## config.mk

```make
export PLATFORM = sky130hd
export DESIGN_NAME = pci_arbiter
export DESIGN_NICKNAME = d
export VERILOG_FILES = /design/src/rtl/pci_arbiter.sv
export SDC_FILE = /design/constraint.sdc
export NUM_CORES = 1
export LEC_CHECK = 0
export BUFFER_PORTS_ARGS = -buffer_cell sky130_fd_sc_hd__buf_2
export CAP_MARGIN = 20
export CORE_MARGIN = 2
export CORE_UTILIZATION = 51
export CTS_CLUSTER_DIAMETER = 200
export DETAILED_ROUTE_END_ITERATION = 10
export PLACE_DENSITY = 0.74
export SYNTH_ARGS = -nofsm -noshare
export SYNTH_HDL_FRONTEND = slang
export SYNTH_SLANG_ARGS = --single-unit
```

## constraint.sdc

```tcl
create_clock -name clk -period 2.2 [get_ports clk]
set_input_delay 0.22 -clock clk [delete_from_list [all_inputs] [get_ports clk]]
set_output_delay 0.22 -clock clk [all_outputs]
set_load 0.02 [all_outputs]
```

## src/rtl/pci_arbiter.sv

```systemverilog
// pci_arbiter: round-robin PCI REQ/GNT arbiter with unused-grant timeout
module pci_arbiter #(
    parameter int NUM_DEV       = 3,
    parameter int START_TIMEOUT = 16,
    parameter int IDX_W         = 2
) (
    input  logic               clk,
    input  logic               rst,
    input  logic [NUM_DEV-1:0] REQ,
    output logic [NUM_DEV-1:0] GNT,
    input  logic               FRAME,
    input  logic               IRDY,
    output logic               gnt_valid,
    output logic [IDX_W-1:0]   gnt_idx,
    output logic               bus_busy,
    output logic               timeout
);
    typedef enum logic [1:0] {IDLE, GRANTED, BUSY} state_t;

    state_t               state, state_n;
    logic [NUM_DEV-1:0]   req_act, gnt_n;
    logic                 frame_act, irdy_act, bus_idle;
    logic                 valid_n, busy_n, to_n;
    logic [IDX_W-1:0]     idx_n, win, j;
    logic [7:0]           cnt, cnt_n;

    // Only a solid 0 counts as asserted; floating or unknown lines read as released
    always_comb begin
        for (int i = 0; i < NUM_DEV; i++) req_act[i] = (REQ[i] === 1'b0);
        frame_act = (FRAME === 1'b0);
        irdy_act  = (IRDY === 1'b0);
        bus_idle  = !frame_act && !irdy_act;
    end

    // Round-robin pick: first requester after the last owner, scanned backwards so the nearest wins
    always_comb begin
        win = gnt_idx;
        j   = gnt_idx;
        for (int k = NUM_DEV; k >= 1; k--) begin
            j = IDX_W'((int'(gnt_idx) + k) % NUM_DEV);
            if (req_act[j]) win = j;
        end
    end

    // Next-state and registered-output logic
    always_comb begin
        state_n = state;
        gnt_n   = GNT;
        valid_n = gnt_valid;
        idx_n   = gnt_idx;
        busy_n  = bus_busy;
        to_n    = 1'b0;
        cnt_n   = cnt;
        case (state)
            IDLE: if (bus_idle && |req_act) begin
                gnt_n   = ~(NUM_DEV'(1) << win);
                idx_n   = win;
                valid_n = 1'b1;
                cnt_n   = 8'd0;
                state_n = GRANTED;
            end
            GRANTED: if (frame_act) begin
                busy_n  = 1'b1;
                state_n = BUSY;
            end else if (!req_act[gnt_idx] || cnt == 8'(START_TIMEOUT - 1)) begin
                gnt_n   = '1;
                valid_n = 1'b0;
                to_n    = req_act[gnt_idx];
                state_n = IDLE;
            end else begin
                cnt_n = cnt + 8'd1;
            end
            BUSY: if (bus_idle) begin
                gnt_n   = '1;
                valid_n = 1'b0;
                busy_n  = 1'b0;
                state_n = IDLE;
            end
            default: state_n = IDLE;
        endcase
    end

    // State and output registers with synchronous reset
    always_ff @(posedge clk) begin
        if (rst) begin
            state     <= IDLE;
            GNT       <= '1;
            gnt_valid <= 1'b0;
            gnt_idx   <= IDX_W'(NUM_DEV - 1);
            bus_busy  <= 1'b0;
            timeout   <= 1'b0;
            cnt       <= 8'd0;
        end else begin
            state     <= state_n;
            GNT       <= gnt_n;
            gnt_valid <= valid_n;
            gnt_idx   <= idx_n;
            bus_busy  <= busy_n;
            timeout   <= to_n;
            cnt       <= cnt_n;
        end
    end
endmodule

```

Word level (Yosys, flattened, before mapping)
Index checks and enable logic that the tools add are counted.

$add $sub $neg: 4. Div/mod/pow operators: 3. $lt $le $gt $ge: 4. Equal/unequal tests: 15. Shift-type cells: 1. Multiplexer cells: 32. Bitwise logic cells: 3. Reduce and logical (&&, ||, !) cells: 17.

Operator list (count): $mod A32 B3 Y32 const B (3); $mux W8 (3); $pmux W8 S2 (1); $mux W2 (7); $lt A2 B3 Y1 const B (4); $mux W3 (4); $ne A2 B2 Y1 const B (6); $mux W1 (9); $pmux W3 S3 (1); $add A8 B1 Y8 const B (1); $bmux W1 S2 (4); $eq A8 B4 Y1 const B (1); $add A2 B2 Y3 const B (2); $pmux W2 S3 (1); $reduce_and A3 Y1 (2); $eqx A1 B1 Y1 const B (5); $reduce_and A5 Y1 (1); $reduce_and A4 Y1 (1); $reduce_bool A2 Y1 (2); $reduce_or A4 Y1 (1); $add A2 B1 Y3 const B (1); $logic_not A1 Y1 (3); $ne A3 B3 Y1 const B (1); $not A3 Y3 (1); 12 further kinds (14).

Register bits: 18. Bits of input ports: 7. Output and inout port bits: 8. Logic and storage cells: 86.

Longest topological paths before layout
Word-level depth: 11. Gate-level depth with buffers: 8. Gate-level depth less buffers: 7.

Least setup slack after synthesis
Ideal clock, no wire load.

Path kind: reg2reg. Start: register gnt_idx[0]. End: register GNT[2]. Library setup time: 0.166 ns. Data arrival time: 2.138 ns. Data required time: 2.034 ns. Slack: -0.104 ns. Stages on the path, launching flop included: 9. Buffers on the path: 1. Clock period less this slack: 2.304 ns. Path through: dfxtp_1 -> inv_1 -> ha_1 -> clkbuf_1 -> nor2_1 -> o22ai_1 -> a22oi_1 -> a2111oi_0 -> a41oi_1.

Longest elaborated chain between the ends: 11. Elaborated cells between the ends (all ways): 25. Those cells by class: 3 x add/sub; 3 x div; 1 x eq/ne; 1 x shift; 13 x mux; 1 x bitwise; 3 x reduce/logical.

Ends and longest elaborated chain: start, declared (line 14) `output logic [IDX_W-1:0] gnt_idx,`; start signal, assigned (line 89) `gnt_idx <= IDX_W'(NUM_DEV - 1);`; start signal, assigned (line 97) `gnt_idx <= idx_n;`; $add A2 B2 Y3 (line 40) `j = IDX_W'((int'(gnt_idx) + k) % NUM_DEV);`; $mod A32 B3 Y32 (line 40); $bmux W1 S2 (line 41) `if (req_act[j]) win = j;`; $mux W1 (implied by the code) (line 41); $mux W2 (3 in series) (line 41); $shl A1 B2 Y3 (line 56) `gnt_n = ~(NUM_DEV'(1) << win);`; $not A3 Y3 (line 56); $mux W3 (line 55) `IDLE: if (bus_idle && |req_act) begin`; $pmux W3 S3 (line 54) `case (state)`; end signal, assigned (line 95) `GNT <= gnt_n;`; end, declared (line 10) `output logic [NUM_DEV-1:0] GNT,`.

Parallel ways exist; a longest one is shown, timed or not. The select of a mux whose other input is x is not followed. A chain may end at the register's enable or synchronous reset.

Final worst setup path
Start: register state[1]. End: register GNT[1].

Longest elaborated chain between the ends: 3. Elaborated cells between the ends (all ways): 10. Those cells by class: 6 x eq/ne; 1 x mux; 3 x reduce/logical.

Ends and longest elaborated chain: start, declared (line 20) `state_t state, state_n;`; start signal, assigned (line 94) `state <= state_n;`; $eq A2 B1 Y1, or another cell as far along (line 54); $ne A2 B2 Y1 (no line) / $reduce_bool A3 Y1 (equally long branches); $reduce_and A5 Y1 (no line).

Parallel ways exist; a longest one is shown, timed or not.

==> impl_metrics.py <==
metrics = {
    "critical_path": {
        "critPathLaunchType": "flop",
        "cp-end-kind": "flop",
        "path_class": "flop to flop",
        "crit_arrival_ns": 2.24,
        "r2r_cells": 7,
        "required_ns": 2.38,
        "cp_max_fo": 6,
    },
    "sta": {
        "tightest_slew_ns": 0.5169,
        "maxSlewHeadroom_pct": 65.54,
        "clock_skew_ns": 0.005065,
        "fin_crit_ns": 2.057,
        "setup-violations-final": 0,
        "fin_crit_sh_pct": 93.52,
        "rsz0062_at_grt": "false",
        "hold_viol_final": 0,
        "fmax_mhz": 486.0,
        "tns_ns": 0,
        "slew_violations": 0,
    },
    "clock_tree": {
        "cts-root-buf": "clkbuf_4",
        "clkLatencyLatePin_ns": 0.29,
        "cts_tree": "built",
        "cts_buffer_depth": 2,
        "cts_num_sinks": 18,
        "h-tree-depth": 1,
        "clk_pin_slew_ns": 0.10,
        "cts_made_buffers": 3,
    },
    "yosys": {
        "syn_nets": 162,
        "avgSynthCellArea_um2": 8.426,
        "synthTopCellsByCount": "dfxtp_1 (18), nor2_1 (12), a21oi_1 (9)",
        "synth.most_common_cell": "dfxtp_1",
        "ys_types": 44,
        "synthArstFlopShare_pct": 0,
        "synth_cells": 147,
        "synth_top_area_cell": "dfxtp_1",
        "ys_seq_elements": 18,
        "yosys.area.top_type_share_pct": 29.09,
        "syn-cell-area_mm2": 0.001239,
        "synth_seq_area_share_pct": 29.09,
        "yosys_warnings": 0,
        "synth_edf_count": 0,
        "synth_ff_type": "dfxtp_1",
        "synthTopCellsByArea": "dfxtp_1 (29%), ha_1 (8.1%), mux2i_1 (4.0%), a21oi_1 (3.6%), nor2_1 (3.6%)",
    },
    "pwr": {
        "p_leak_nw": 0.5414,
        "finalPower_w": 0.001005,
        "peakVddDrop_uv": 527.5,
        "powerDensity_mw_per_mm2": 726.6,
    },
    "layout": {
        "syn_to_final_growth_pct": 11.62,
        "nFillCells": 213,
        "drive_gt1_share_pct": 18.01,
        "num_antenna_cells": 0,
        "layout.nets": 178,
    },
    "status": {
        "status": "finished clean",
    },
    "global_routing": {
        "gr-total-overflow": 0,
        "grt_pass1_vias": 1047,
        "antenna_found_initial": 0,
        "grt_pass1_wl_um": 4485,
        "grt_max_degree": 18,
        "grt_use_total_pct": 21.45,
    },
    "die": {
        "ios": 15,
        "die-area_mm2": 0.002839,
        "rows": 17,
        "die_h_um": 53.28,
        "die_w_um": 53.28,
        "core_area_mm2": 0.002255,
        "initial_core_util_pct": 54.94,
    },
    "drt": {
        "routed.top_layer": "met4",
        "wl_per_cell_um": 14.46,
        "drc": 0,
        "ant_nets": 0,
        "wirelength_met1_um": 1325,
        "route.met3.wl_um": 81,
        "vias_per_cell": 6.291,
        "dr_total_vias": 1189,
        "dr_wl_met2_um": 1283,
        "wl_um": 2733,
        "drt_pass1_iterations": 4,
        "first_iter_violations": 22,
    },
    "place": {
        "hpwl_um": 2001,
        "io_buffers": 14,
        "gp_congestion": 0.8094,
    },
    "min_path": {
        "hold_class": "input port to flop",
        "whs_path_depth": 3,
    },
    "flow_run": {
        "drv_cap": 0,
    },
}
[sequential cells by signal (all words and copies together), names as in the netlist]
| signal | flops |
|---|---|
| timeout | 1 |
| GNT | 3 |
| bus_busy | 1 |
| cnt | 8 |
| state | 2 |
| gnt_valid | 1 |
| gnt_idx | 2 |
[layout make-up]
class                      count  area, µm²  area share (%)
clock buffer                   3      22.52           1.629
inverter                       8      30.03           2.172
multi-input combinational    113      827.0           59.82
sequential                    18      360.3           26.06
tap                           28      35.03           2.534
timing repair buffer          19      107.6           7.783
[cells in the final DEF (no fill, tap or decap), types with 2 or more instances in the layout]
cell type and count:
clkbuf_4 3, nor2b_1 3, nand3_1 7, nand2b_1 2
a21oi_1 9, a41oi_1 2, nor2_1 12, o21ai_0 5
a22oi_1 2, dfxtp_1 18, a22oi_2 2, buf_2 14
and3_1 3, ha_1 7, a211oi_1 3, a211o_1 3
nand2_1 5, or4_1 6, a21o_1 2, mux2i_1 5
inv_1 8, a31oi_1 2, and2_1 3, nor3_1 4
o31ai_1 6, buf_4 5
[metrics by stage]
step                instance area [µm²]  setup WS (ns)  utilization, %  hold slack [ns]  instances
floorplan                          1245        0.05862               -           0.3383        147
global placement                   1345         0.1744           59.66           0.4627        185
detailed placement                 1345        0.06937           59.66           0.4777        185
CTS                                1368        0.04572           60.65           0.1978        188
global route                       1383        0.01020           61.32           0.2183        189
finish                             1383         0.1425           61.32           0.2057        189
[what timing repair did]
item,4_1_cts,5_1_grt
gates resized for setup,0,2
endpoints found under the setup margin,0,4
buffers inserted,0,1
hold buffers,0,0
[power by group]
group | internal (W) | total (W) | leakage (nW) | switching, W
logic | 0.000187 | 0.000467 | 0.381 | 0.000279
registers | 0.000354 | 0.000374 | 0.146 | 0.0000194
clock network | 0.0000637 | 0.000164 | 0.0138 | 0.000101
total | 0.000605 | 0.00100 | 0.541 | 0.000399
[worst max-delay path, stage by stage (launching register included)]
cell	delay [ns]
dfxtp_1	0.35
inv_1	0.08
ha_1	0.27
and4bb_1	0.24
a31o_4	0.24
a2111oi_4	0.38
nand2b_1	0.09
o41a_1	0.31
[worst paths after layout]
check                              start  endpoint  slack [ns]
worst min-delay path               FRAME   timeout        0.21
worst max-delay path            state[1]    GNT[1]        0.14
worst min register to register    cnt[7]    cnt[7]        0.49
worst max register to register  state[1]    GNT[1]        0.14
[layer usage]
layer	vias to the layer above	GRT usage [%]
met5	-	0
met4	0	8.974
met3	4	3.390
met2	20	34.36
met1	576	28.23
li1	589	-
[cells by family after synthesis]
family,Yosys count,synth area share (%)
AOI/OAI and AO/OA,48,30.40
adders and majority gates,8,8.081
buffers and inverters,16,5.252
DFF,18,29.09
muxes,5,4.041
and+or+nand+nor,52,23.13
(Power assumes the default switching activity.)
